==> src/rtl/ps2_frame_rx_if.sv <==
// PS/2 receiver bus: the raw keyboard pins go in, decoded bytes and fault reports come out.
interface ps2_frame_rx_if;
    logic       kbclk;
    logic       kbdat;
    logic [7:0] code;
    logic       code_valid;
    logic       frame_err;
    logic [1:0] err_type;
    logic       busy;

    // Keyboard/stimulus side: drives the pins and observes the results
    modport master (
        output kbclk,
        output kbdat,
        input  code,
        input  code_valid,
        input  frame_err,
        input  err_type,
        input  busy
    );

    // Receiver side
    modport slave (
        input  kbclk,
        input  kbdat,
        output code,
        output code_valid,
        output frame_err,
        output err_type,
        output busy
    );
endinterface

==> src/rtl/ps2_frame_rx.sv <==
// PS/2 frame receiver: synchronises and filters kbclk/kbdat, deserialises
// 11-bit frames (start, 8 data LSB-first, odd parity, stop) and reports faults.
// Everything runs on clk; kbclk is only ever sampled as data.
module ps2_frame_rx #(
    parameter int unsigned SYNC_STAGES = 2,
    parameter int unsigned FILTER_LEN  = 8,
    parameter int unsigned TIMEOUT_CYC = 50000
) (
    input  logic          clk,
    input  logic          rst_n,
    ps2_frame_rx_if.slave bus
);

    localparam int unsigned FILT_W = $clog2(FILTER_LEN + 1);
    localparam int unsigned TO_W   = $clog2(TIMEOUT_CYC + 1);

    typedef enum logic [1:0] {
        S_IDLE   = 2'd0,
        S_DATA   = 2'd1,
        S_PARITY = 2'd2,
        S_STOP   = 2'd3
    } state_t;

    logic [SYNC_STAGES-1:0] r_kbclk_sync;
    logic [SYNC_STAGES-1:0] r_kbdat_sync;
    logic [FILT_W-1:0]      r_filt_cnt;
    logic                   r_filt_clk;
    logic                   r_filt_prev;
    state_t                 r_state;
    logic [2:0]             r_cnt;
    logic [7:0]             r_shreg;
    logic                   r_par_ok;
    logic [TO_W-1:0]        r_to_cnt;
    logic [7:0]             r_code;
    logic                   r_code_valid;
    logic                   r_frame_err;
    logic [1:0]             r_err_type;
    logic                   r_busy;

    logic                   w_kbclk_s;
    logic                   w_bit;
    logic                   w_strobe;

    assign w_kbclk_s = r_kbclk_sync[SYNC_STAGES-1];
    assign w_bit     = r_kbdat_sync[SYNC_STAGES-1];
    assign w_strobe  = r_filt_prev & ~r_filt_clk;

    assign bus.code       = r_code;
    assign bus.code_valid = r_code_valid;
    assign bus.frame_err  = r_frame_err;
    assign bus.err_type   = r_err_type;
    assign bus.busy       = r_busy;

    // Pin synchronisers; idle bus level is high
    always_ff @(posedge clk or negedge rst_n) begin
        if (!rst_n) begin
            r_kbclk_sync <= '1;
            r_kbdat_sync <= '1;
        end else begin
            r_kbclk_sync <= {r_kbclk_sync[SYNC_STAGES-2:0], bus.kbclk};
            r_kbdat_sync <= {r_kbdat_sync[SYNC_STAGES-2:0], bus.kbdat};
        end
    end

    // Glitch filter: follow the synced kbclk only after FILTER_LEN equal samples
    always_ff @(posedge clk or negedge rst_n) begin
        if (!rst_n) begin
            r_filt_cnt  <= '0;
            r_filt_clk  <= 1'b1;
            r_filt_prev <= 1'b1;
        end else begin
            r_filt_prev <= r_filt_clk;
            if (w_kbclk_s == r_filt_clk) begin
                r_filt_cnt <= '0;
            end else if (r_filt_cnt == FILT_W'(FILTER_LEN - 1)) begin
                r_filt_clk <= w_kbclk_s;
                r_filt_cnt <= '0;
            end else begin
                r_filt_cnt <= r_filt_cnt + FILT_W'(1);
            end
        end
    end

    // Frame FSM with timeout; advances only on strobe, outputs registered
    always_ff @(posedge clk or negedge rst_n) begin
        if (!rst_n) begin
            r_state      <= S_IDLE;
            r_cnt        <= 3'd0;
            r_shreg      <= 8'h00;
            r_par_ok     <= 1'b0;
            r_to_cnt     <= '0;
            r_code       <= 8'h00;
            r_code_valid <= 1'b0;
            r_frame_err  <= 1'b0;
            r_err_type   <= 2'b00;
            r_busy       <= 1'b0;
        end else begin
            r_code_valid <= 1'b0;
            r_frame_err  <= 1'b0;
            if (w_strobe) begin
                r_to_cnt <= '0;
                case (r_state)
                    S_IDLE: begin
                        if (!w_bit) begin
                            r_state <= S_DATA;
                            r_cnt   <= 3'd0;
                            r_busy  <= 1'b1;
                        end
                    end
                    S_DATA: begin
                        r_shreg[r_cnt] <= w_bit;
                        r_cnt          <= r_cnt + 3'd1;
                        if (r_cnt == 3'd7) begin
                            r_state <= S_PARITY;
                        end
                    end
                    S_PARITY: begin
                        r_par_ok <= ^{r_shreg, w_bit};
                        r_state  <= S_STOP;
                    end
                    S_STOP: begin
                        r_state <= S_IDLE;
                        r_busy  <= 1'b0;
                        // A parity fault is reported even if the stop bit is also bad
                        if (!r_par_ok) begin
                            r_frame_err <= 1'b1;
                            r_err_type  <= 2'b01;
                        end else if (w_bit) begin
                            r_code       <= r_shreg;
                            r_code_valid <= 1'b1;
                        end else begin
                            r_frame_err <= 1'b1;
                            r_err_type  <= 2'b10;
                        end
                    end
                    default: begin
                        r_state <= S_IDLE;
                        r_busy  <= 1'b0;
                    end
                endcase
            end else if (r_state == S_IDLE) begin
                r_to_cnt <= '0;
            end else if (r_to_cnt == TO_W'(TIMEOUT_CYC - 1)) begin
                r_state     <= S_IDLE;
                r_busy      <= 1'b0;
                r_to_cnt    <= '0;
                r_frame_err <= 1'b1;
                r_err_type  <= 2'b11;
            end else begin
                r_to_cnt <= r_to_cnt + TO_W'(1);
            end
        end
    end

endmodule

==> src/flat_wrapper.sv <==
// flat-port wrapper written by rule: the top's interface ports become plain ports
module ps2_frame_rx_flat 
#(
    parameter int unsigned SYNC_STAGES = 2,
    parameter int unsigned FILTER_LEN  = 8,
    parameter int unsigned TIMEOUT_CYC = 50000
)
  (clk, rst_n, bus_kbclk, bus_kbdat, bus_code, bus_code_valid, bus_frame_err, bus_err_type, bus_busy);
  ps2_frame_rx_if bus_i ();
  input  logic clk;
  input  logic rst_n;
  input wire logic [$bits(bus_i.kbclk)-1:0] bus_kbclk;
  input wire logic [$bits(bus_i.kbdat)-1:0] bus_kbdat;
  output wire logic [$bits(bus_i.code)-1:0] bus_code;
  output wire logic [$bits(bus_i.code_valid)-1:0] bus_code_valid;
  output wire logic [$bits(bus_i.frame_err)-1:0] bus_frame_err;
  output wire logic [$bits(bus_i.err_type)-1:0] bus_err_type;
  output wire logic [$bits(bus_i.busy)-1:0] bus_busy;
  assign bus_i.kbclk = bus_kbclk;
  assign bus_i.kbdat = bus_kbdat;
  assign bus_code = bus_i.code;
  assign bus_code_valid = bus_i.code_valid;
  assign bus_frame_err = bus_i.frame_err;
  assign bus_err_type = bus_i.err_type;
  assign bus_busy = bus_i.busy;
  ps2_frame_rx #(.SYNC_STAGES(SYNC_STAGES), .FILTER_LEN(FILTER_LEN), .TIMEOUT_CYC(TIMEOUT_CYC)) u_core (.clk(clk), .rst_n(rst_n), .bus(bus_i));
endmodule
==> config.mk <==
export PLATFORM = sky130hd
export DESIGN_NAME = ps2_frame_rx_flat
export DESIGN_NICKNAME = d
export VERILOG_FILES = /design/src/rtl/ps2_frame_rx_if.sv /design/src/rtl/ps2_frame_rx.sv /design/src/flat_wrapper.sv
export SDC_FILE = /design/constraint.sdc
export NUM_CORES = 1
export LEC_CHECK = 0
export ABC_AREA = 1
export CAP_MARGIN = 0
export CORE_MARGIN = 2
export CORE_UTILIZATION = 59
export CTS_CLUSTER_DIAMETER = 150
export DETAILED_ROUTE_END_ITERATION = 10
export PLACE_DENSITY = 0.85
export RECOVER_POWER = 25
export REMOVE_ABC_BUFFERS = 1
export SLEW_MARGIN = 20
export SYNTH_ARGS = -nofsm -noshare
export SYNTH_HDL_FRONTEND = slang
export SYNTH_SLANG_ARGS = --single-unit
==> constraint.sdc <==
create_clock -name clk -period 1.7 [get_ports clk]
set_input_delay 0.51 -clock clk [delete_from_list [all_inputs] [get_ports clk]]
set_output_delay 0.51 -clock clk [all_outputs]
set_load 0.02 [all_outputs]
==> After elaboration in Yosys (flattened, before gate mapping) <==
Index checks and enable logic that the tools add are counted.
{ "totals": {"ff_bits": 53, "inputBits": 4, "out_inout_bits": 13} }
{ "op_classes": {"add_sub_neg": 3, "order_cmp": 2, "eq_ne": 13, "muxes": 37, "bitwise_logic": 3, "reduce_logical": 13} }
{ "op_table": {"columns": ["operator", "count"], "rows": [
  ["$mux 16", 3],
  ["$mux 2", 11],
  ["$add 16x1->16 const B", 1],
  ["$eq 16x16->1 const B", 1],
  ["$reduce_and 4->1", 4],
  ["$mux 1", 15],
  ["$ne 3x3->1 const B", 3],
  ["$reduce_xor 9->1", 1],
  ["$bwmux 8", 1],
  ["$mux 4", 2],
  ["$pmux 2 s4", 1],
  ["$pmux 3 s2", 1],
  ["$reduce_and 2->1", 3],
  ["$add 4x1->4 const B", 1],
  ["$eq 2x2->1 const B", 2],
  ["$eq 4x3->1 const B", 1],
  ["$lt 3x4->1 const B", 1],
  ["$ne 2x2->1 const B", 2],
  ["$reduce_bool 2->1", 2],
  ["$add 3x1->3 const B", 1],
  ["$demux 1 s3", 1],
  ["$eq 3x3->1 const B", 1],
  ["$ge 3x1->1 const B", 1],
  ["$mux 3", 1],
  ["other kinds (9)", 10]
]} }

==> Longest topological paths before layout <==
{ "depth": {"word_depth": 5, "mapped_depth": 10} }

==> Worst setup path before layout <==
No wires, ideal clock.
{ "synth_timing": {"path_kind": "flip-flop to flip-flop", "from": "reg u_core.r_filt_prev", "to": "reg u_core.r_code[5] (netlist: u_core.bus.code[5])", "setup_time_ps": 125, "arrival_ps": 1238, "required_time_ps": 1575, "slack_ps": 337, "stages_incl_launch_ff": 6, "path_buffers": 0, "period_less_slack_ps": 1363, "cell_sequence": "dfstp_2 > nand2_4 > inv_6 > nand2_4 > nor2_4 > mux2_2"} }
{ "synth_between": {"elab_chain_cells": 2} }
{ "synth_rtl": {"columns": ["element", "line_no", "rtl"], "rows": [
  ["start: declaration", "ps2_frame_rx.sv:28", "logic r_filt_prev;"],
  ["start signal: assignment", "ps2_frame_rx.sv:72", "r_filt_prev <= r_filt_clk;"],
  ["$and 1x1->1", "ps2_frame_rx.sv:46", "assign w_strobe = r_filt_prev & ~r_filt_clk;"],
  ["$reduce_and 4->1 (no line)", null, null],
  ["end signal: assignment", "ps2_frame_rx.sv:129", "r_code <= r_shreg;"],
  ["end: declaration", "ps2_frame_rx.sv:34", "logic [7:0] r_code;"]
]} }
No other way between the ends.
A chain may end at the register's enable or synchronous reset.

==> Worst setup path in the final report <==
{ "layout_timing": {"from": "reg u_core.r_err_type[1] (netlist: u_core.bus.err_type[1])", "to": "out bus_err_type[1]"} }
{ "layout_lines": {"columns": ["element", "line_no", "rtl"], "rows": [
  ["start: declaration", "ps2_frame_rx.sv:37", "logic [1:0] r_err_type;"],
  ["start signal: assignment", "ps2_frame_rx.sv:95", "r_err_type <= 2'b00;"],
  ["start signal: assignment", "ps2_frame_rx.sv:127", "r_err_type <= 2'b01;"],
  ["start signal: assignment", "ps2_frame_rx.sv:133", "r_err_type <= 2'b10;"],
  ["end: declaration", "flat_wrapper.sv:17", "output wire logic [$bits(bus_i.err_type)-1:0] bus_err_type;"]
]} }
No word-level cell between the ends.

==> run_results.csv <==
group,metric,value,unit
power,worst_ir_drop_vdd,0.433,mV
power,power_density,849,nW/um^2
timing,drv_slew,0,
synth,synth_cell_types,33,
worst_setup_path,critPathMaxStageDelay,0.41,ns
power,clockPowerShare,28.1,%
clocking,cts.clk_slew.worst_paths,0.10,ns
die,initial_core_util,61.5,%
worst_setup_path,endpoint_kind,"primary output",
timing,slew_headroom,52.0,%
clocking,postCtsHoldBufs,0,
drt,viasPerCell,5.34,
timing,setup_tns,0,ns
worst_setup_path,worstPathMaxFanout,2,
synth,dominantRegCellSynth,"dfrtp_1",
job,max_cap_violations,0,
drt,drc,0,
place,routabilityCongestion,0.862,
global_route,grt_pass1_wl,8.41,mm
synth,synth.cells.most_frequent,"nand2_1 (58), dfrtp_1 (47), nor2_1 (38)",
power,p_leak,0.00145,uW
drt,ant_nets,0,
timing,hold_violations,0,
synth,yosysSeqAreaShare,49.8,%
synth,synth.top_cell.area_share,43.9,%
worst_setup_path,start_kind,"flop",
finish,drive_gt1_share,16.8,%
clocking,cts-root-buf,"clkbuf_8",
synth,ys_top_cells_by_area,"dfrtp_1 (44%), nand2_1 (8.1%), dfstp_2 (5.9%)",
clocking,post_cts_resize_count,13,
synth,yosysTopAreaCell,"dfrtp_1",
worst_setup_path,crit_arrival,1.04,ns
clocking,clkLatencyLatePin,0.31,ns
worst_setup_path,critPathSlowestCell,"dfrtp_1",
power,power.internal,1780,uW
die,dieHeight,71.4,um
power,p_switching,757,uW
clocking,post-cts-setup-buffers,0,
clocking,cts_inserted_buffers,5,
worst_setup_path,cp_top_family,"flip-flops",
timing,skew,0.00567,ns
clocking,clock-sinks,53,
die,core,4350,sq um
drt,vias,2029,
die,die_w,71.4,um
drt,drt-initial-drc-count,152,
die,dieArea,5090,sq um
synth,synthesis.area,2680,sq um
global_route,gr-usage-all-layers,21.0,%
finish,seq_area,1330,sq um
synth,avgSynthCellArea,8.89,sq um
place,dp_hpwl,3.62,mm
clocking,htree_levels,2,
finish,syn2layout_area_growth,11.5,%
worst_hold_path,hold_class,"in2async",
global_route,grt_pass1_vias,1899,
timing,setup_ws,0.147,ns
die,row_count,24,
finish,nets,339,
synth,yosysWarnings,0,
place,port_buffers,16,
status,outcome,"completed",
power,p_seq_share,55.6,%
synth,post-synth-top-count-cell,"nand2_1",
synth,ys_ff_latch,53,
finish,fin_util,68.6,%
clocking,tritoncts,"done",
worst_setup_path,crit_buf_inv,1,
die,io_pins,17,
drt,routed_wl,4.79,mm
finish,multi_input_area,1170,sq um
global_route,antenna_found_initial,0,
timing,fin_crit,1.55,ns
timing,max_freq,644,MHz
finish,antenna_cells,0,
global_route,grt_max_degree,23,
synth,async_flop_share,100,%
worst_setup_path,worst_ep_required_time,1.19,ns
drt,drtPass1Iterations,4,
synth,synth_edf_count,0,
timing,post-route-period-util,91.4,%
power,comb_power_share,16.3,%
worst_setup_path,critPathKind,"reg2out",
global_route,grt.overflow.total,0,
place,pre_cts_ws,0.221,ns
synth,synthCells,301,
timing,tightestPinTransition,0.720,ns
timing,finalSetupViolations,0,
worst_setup_path,crit_chain,"dlygate4sd2_1",
clocking,clockBufferDepth,2,
power,p_sw_share,29.9,%
finish,nFillCells,327,
timing,rsz0062_at_grt,"false",
drt,wire_per_inst,12.6,um
[kinds of logic after synthesis]
group / after synthesis / synth area share [%]
and+or+nand+nor: 150 / 28.3
DFF: 53 / 49.8
buffers and inverters: 41 / 6.40
AOI/OAI and AO/OA: 40 / 8.56
adders and majority gates: 8 / 3.74
xor gates and xnor gates: 7 / 2.29
muxes: 2 / 0.841
[power groups by stage]
stage	Combinational (uW)	Sequential (uW)	Clock, uW
global placement	418	1430	0
CTS	425	1410	738
finish	414	1410	711
detailed placement	431	1440	0
global route	477	1420	778
floorplan	300	1430	0
[cell type report]
| type | instances | share of cell area, % |
|---|---|---|
| clock buffers | 5 | 2.31 |
| clock inverters | 3 | 0.712 |
| inverters | 40 | 5.36 |
| multi-input cells | 207 | 39.2 |
| flip-flops and latches | 53 | 44.7 |
| well taps | 52 | 2.18 |
| repair buffers | 20 | 5.53 |
[path summary, 6_finish.rpt]
| kind | slack, ns | endpoint | cells past startpoint | start |
|---|---|---|---|---|
| setup / recovery | 0.15 | bus_err_type[1] | 1 | u_core.bus.err_type[1] |
| hold / removal | 0.22 | u_core.r_to_cnt[9] | 1 | rst_n |
| setup reg to reg | 0.21 | u_core.r_to_cnt[9] | 10 | u_core.r_to_cnt[0] |
| hold reg to reg | 0.36 | u_core.r_kbclk_sync[1] | 0 | u_core.r_kbclk_sync[0] |
| max in group asynchronous | 0.49 | u_core.r_filt_clk | 2 | rst_n |
| min in group clk | 0.36 | u_core.r_kbclk_sync[1] | 0 | u_core.r_kbclk_sync[0] |
[metrics by stage]
step	cell area [sq um]	total power [uW]	cells	hold slack, ns
after floorplan	2670	1730	300	0.214
after global placement	2930	1850	372	0.347
after detailed placement	2930	1870	372	0.349
after CTS	3000	2570	380	0.0949
after global routing	2990	2680	380	0.274
final	2990	2530	380	0.224
[layout by cell type, fill, tap and decap left out, types with 4 or more instances in the layout]
cell type	n
a21oi_1	21
a31oi_1	6
clkbuf_8	5
dfrtp_1	47
dfstp_2	6
dlygate4sd2_1	13
ha_1	8
inv_1	34
nand2_1	58
nand2_2	5
nand2_4	4
nand3_1	20
nand4_1	5
nor2_1	38
nor2_2	5
nor2_4	7
o21ai_0	6
xor2_1	4
[per-layer routing]
layer	track usage [%]	wire, um
met1	28.0	2180
met2	34.7	2390
met3	4.78	175
met4	5.87	43
met5	0	0
[state kept, by name (all words and copies together) (netlist names), 2 cells and up]
signal	cells
u_core.r_kbclk_sync	2
u_core.r_cnt	3
u_core.r_state	2
u_core.r_filt_cnt	4
u_core.r_to_cnt	16
u_core.r_kbdat_sync	2
u_core.r_shreg	8
u_core.bus.err_type	2
u_core.bus.code	8
No activity file was read; power rests on OpenSTA's default activity.
==> patch 1 (same flow settings) <==
Make the reset (`rst_n`) synchronous in 3 clocked blocks.
--- a/src/rtl/ps2_frame_rx.sv
+++ b/src/rtl/ps2_frame_rx.sv
@@ -52,7 +52,7 @@
     assign bus.busy       = r_busy;
 
     // Pin synchronisers; idle bus level is high
-    always_ff @(posedge clk or negedge rst_n) begin
+    always_ff @(posedge clk) begin
         if (!rst_n) begin
             r_kbclk_sync <= '1;
             r_kbdat_sync <= '1;
@@ -63,7 +63,7 @@
     end
 
     // Glitch filter: follow the synced kbclk only after FILTER_LEN equal samples
-    always_ff @(posedge clk or negedge rst_n) begin
+    always_ff @(posedge clk) begin
         if (!rst_n) begin
             r_filt_cnt  <= '0;
             r_filt_clk  <= 1'b1;
@@ -82,7 +82,7 @@
     end
 
     // Frame FSM with timeout; advances only on strobe, outputs registered
-    always_ff @(posedge clk or negedge rst_n) begin
+    always_ff @(posedge clk) begin
         if (!rst_n) begin
             r_state      <= S_IDLE;
             r_cnt        <= 3'd0;
Check against the original RTL: no difference found for any inputs over 10 cycles, from zero or initial values and one cycle with rst_n low; that may be too few to reach the edited logic, so the function may still have changed.
==> patch 1 against the original RTL <==
- global-route usage is 2.3 points higher
- sequential share of layout area decreased by 6.7 points
- worst setup slack worse by 28 ps
- routed wire length decreased by 0.84%
- area after synthesis shrank 8.0%
- register-to-register slack worse by 50 ps
- cell count grew 8.4%
- non-clock buffer count rose by 6
- first-iteration DRC count down 45%
- sequential cell count unchanged
- final area decreased by 6.3%
- critical path type is now input port to flop
- critical endpoint is now u_core.r_to_cnt[2]
Power is not compared: it rests on default switching activity, and its combinational part moved more than twofold at a synthesized area within 25%.
==> patch 1: results (changes against the original RTL) <==
stage	metric	value	unit	change
setup_path	crit-path max cell delay	600	ps	+190 ps
final_layout	nets@finish	373		+10%
global_routing	largest net degree at the start of global routing	17		-26%
synth	Primary FF master, synth	dfxtp_1		
pwr	Peak supply drop	0.000617	V	
routing	via count	2095		+3.3%
final_layout	fillers	331		+1.2%
final_layout	number of flip-flops in the largest register	16		unchanged
synth	Post-synth top cells	nand2_1 (71), dfxtp_1 (53), inv_1 (45)		
synth	async set-or-reset flop fraction in the synthesized netlist	0	%	-100 points
synth	Yosys cell types	32		-3.0%
placement	Post-Place Cells	404		+8.6%
routing	Iteration-0 DRC Markers	83		-45%
synth	synth top area cells	dfxtp_1 (43%), nand2_1 (11%), inv_1 (6.9%)		
synth	register area share after synthesis	43.1	%	-6.7 points
final_layout	share of layout cells above drive strength 1	10.8	%	-6.0 points
setup_path	Slowest-stage cell, CP	dlygate4sd3_1		
setup_path	setup slack, reg-to-reg	160	ps	-50 ps
global_routing	vias in the first global route	1980		+4.3%
final_layout	non-filler cells, final	412		+8.4%
final_layout	Biggest register	u_core.r_to_cnt		
routing	TritonRoute pass-1 iters	4		unchanged
placement	GP Congestion	0.792		-8.1%
setup_path	crit path max fanout	12		+10
setup_path	crit-path leading delay family	buffers and inverters		
placement	hpwl dp	3550	µm	-1.8%
worst_hold_path	HP Class	flop to flop		
pwr	power density over the cells	731	nW/µm²	
global_routing	first-pass GRT wire length	8170	µm	-2.9%
timing	relative slew slack	72.5	%	+20 points
setup_path	FF-to-FF path depth	8		-2
run_status	status	finished clean		
timing	Worst Skew	7.38	ps	+1.72 ps
routing	Post-Route WL	4750	µm	-0.84%
setup_path	CP Data Arrival Time	1810	ps	+770 ps
## patch 1: changes by cell type after synthesis, sizes merged, moves of 3 or more
cell   before  now
inv        40   47
nand2      67   74
nor3        2    7
o21a        0    3
or2         0    5
buf         1    5
a31oi       6    1
o21ai      11   18
dfxtp       0   53
nor2       51   48
dfstp       6    0
dfrtp      47    0
## patch 1: cell type report
cell class	count	area share, %
clock buffers	6	2.95
clock inverters	2	0.492
inverters	47	6.31
flip-flops and latches	53	38.0
repair buffers	26	7.51
well taps	50	2.24
multi-input cells	228	42.5
## patch 1: stage by stage
step | setup slack [ps] | hold slack (ps) | area [µm²]
2_1_floorplan | 214 | 393 | 2430
3_3_place_gp | 1.83 | 394 | 2730
3_5_place_dp | -41.1 | 407 | 2730
4_1_cts | 164 | 430 | 2810
5_1_grt | 6.30 | 434 | 2800
6_report | 119 | 416 | 2800
## patch 1: kinds of logic after synthesis
| group | synth area share [%] |
|---|---|
| xor gates and xnor gates | 3.56 |
| DFF | 43.1 |
| and+or+nand+nor | 29.8 |
| AOI/OAI and AO/OA | 10.9 |
| adders and majority gates | 4.07 |
| buffers and inverters | 8.59 |
## patch 1: worst paths after layout
| kind | from | end |
|---|---|---|
| worst min register to register | u_core.r_to_cnt[0] | u_core.r_to_cnt[0] |
| worst max register to register | u_core.r_state[0] | u_core.r_state[0] |
| worst max-delay path | rst_n | u_core.r_to_cnt[2] |
| worst min-delay path | u_core.r_to_cnt[0] | u_core.r_to_cnt[0] |
## patch 1: per-layer routing
metal / global-route usage [%] / up-vias / part of all wire, %
li1: - / 1106 / -
met1: 26.0 / 949 / 45
met2: 41.5 / 28 / 50
met3: 5.36 / 12 / 2.5
met4: 10.5 / 0 / 2.5
met5: 0 / - / 0
==> patch 2 (same settings) <==
Without the edit above. `FILTER_LEN` is set to 8 in 2 places; all go to 4.
--- a/src/rtl/ps2_frame_rx.sv
+++ b/src/rtl/ps2_frame_rx.sv
@@ -3,7 +3,7 @@
 // Everything runs on clk; kbclk is only ever sampled as data.
 module ps2_frame_rx #(
     parameter int unsigned SYNC_STAGES = 2,
-    parameter int unsigned FILTER_LEN  = 8,
+    parameter int unsigned FILTER_LEN  = 4,
     parameter int unsigned TIMEOUT_CYC = 50000
 ) (
     input  logic          clk,
--- a/src/flat_wrapper.sv
+++ b/src/flat_wrapper.sv
@@ -2,7 +2,7 @@
 module ps2_frame_rx_flat 
 #(
     parameter int unsigned SYNC_STAGES = 2,
-    parameter int unsigned FILTER_LEN  = 8,
+    parameter int unsigned FILTER_LEN  = 4,
     parameter int unsigned TIMEOUT_CYC = 50000
 )
   (clk, rst_n, bus_kbclk, bus_kbdat, bus_code, bus_code_valid, bus_frame_err, bus_err_type, bus_busy);
Behaviour: not the same (a bounded check fails within 10 cycles, from zero or initial values and one cycle with rst_n low).
==> patch 2 against the original RTL <==
- worst setup slack improved by 19 ps
- first-iteration DRC count fell by 54%
- sequential cell count fell by 1
- clock skew rose by 1.7 ps
- routed wire length fell by 5.5%
- area after synthesis fell by 2.2%
- die area fell by 2.0%
- via count fell by 4.2%
- worst hold slack improved by 120 ps
- synthesized cell count fell by 1.7%
- final area fell by 2.5%
Power is not compared: it rests on default switching activity, and its combinational part moved more than twofold at a synthesized area within 25%.
==> patch 2: results (changes against the original RTL) <==
stage	metric	value	unit	change
run_status	status	finished clean		
setup_path	r2r startpoint	u_core.r_state[0]		
final_layout	Clock-cell share	2.79	%	-0.22 points
synth	Post-synth top cells	nand2_1 (58), dfrtp_1 (46), nor2_1 (36)		
synth	synth top area cells	dfrtp_1 (44%), nand2_1 (8.3%), dfstp_2 (6.0%)		
timing	Worst Max-Slew Pin Slew	1180	ps	+457 ps
setup_path	Reg-to-Reg End	u_core.r_state[0]		
final_layout	Seq area share	45.0	%	+0.27 points
final_layout	fillers	362		+11%
final_layout	non-clk buf share	5.33	%	-0.20 points
setup_path	FF-to-FF path depth	8		-2
routing	Iteration-0 DRC Markers	70		-54%
global_routing	gr usage total	20.2	%	-0.74 points
routing	Post-Route WL	4520	µm	-5.5%
final_layout	share of layout cells above drive strength 1	16.5	%	-0.31 points
placement	GP Congestion	0.839		-2.7%
global_routing	first-pass GRT wire length	7980	µm	-5.1%
synth	Syn Area/Cell	8.85	µm²	-0.50%
final_layout	nets@finish	333		-1.8%
final_layout	fraction of area in multi-input gates	38.9	%	-0.29 points
final_layout	clk_buf instances	7		+2
synth	number of synthesized register bits	52		-1.9%
final_layout	Final Instance Area	2910	µm²	-2.5%
global_routing	vias in the first global route	1873		-1.4%
synth	async set-or-reset flop fraction in the synthesized netlist	100	%	unchanged
synth	Yosys cell types	31		-6.1%
clock_network	Skew-Pair Late Insertion Delay	310	ps	about the same
setup_path	CP Data Arrival Time	1020	ps	-20 ps
global_routing	met2 usage	34.1	%	-0.60 points
placement	hpwl dp	3500	µm	-3.3%
routing	met3 routed wirelength	151	µm	-14%
final_layout	multi-input gates	201		-2.9%
synth	register area share after synthesis	50.0	%	+0.14 points
final_layout	final core occ	67.3	%	-1.2 points
global_routing	grt met3 use	5.13	%	+0.35 points
global_routing	GRT met1 Usage	25.5	%	-2.4 points
clock_network	CTS clk-pin slew, worst paths	80	ps	-20 ps
routing	vias per std cell	5.20		-2.7%
final_layout	layout inverter count without the clock tree	42		+5.0%
routing	met2 WL	2210	µm	-7.7%
global_routing	largest net degree at the start of global routing	30		+30%
timing	Min Hold Slack	342	ps	+118 ps
placement	post-placement worst setup slack	143	ps	-77.9 ps
setup_path	setup slack, reg-to-reg	190	ps	-20 ps
final_layout	count of non-CTS buffers in the layout	19		-5.0%
## patch 2: logic make-up after synthesis
| logic type | count (synthesis) | synth area share (%) |
|---|---|---|
| adders and majority gates | 8 | 3.82 |
| buffers and inverters | 43 | 6.83 |
| muxes | 2 | 0.860 |
| and+or+nand+nor | 145 | 27.8 |
| xor gates and xnor gates | 6 | 2.01 |
| AOI/OAI and AO/OA | 40 | 8.74 |
| DFF | 52 | 50.0 |
## patch 2: worst max-delay path by stage
stage | endpoint | cells after the start | from | slack (ps)
detailed placement | u_core.r_state[0] | 8 | u_core.r_state[0] | 140
floorplan | u_core.bus.code[5] | 5 | u_core.r_filt_prev | 240
global route | u_core.r_state[0] | 8 | u_core.r_state[0] | 30
CTS | u_core.r_state[0] | 8 | u_core.r_state[0] | 130
global placement | u_core.r_state[0] | 8 | u_core.r_state[0] | 250
finish | bus_code[4] | 1 | u_core.bus.code[4] | 170
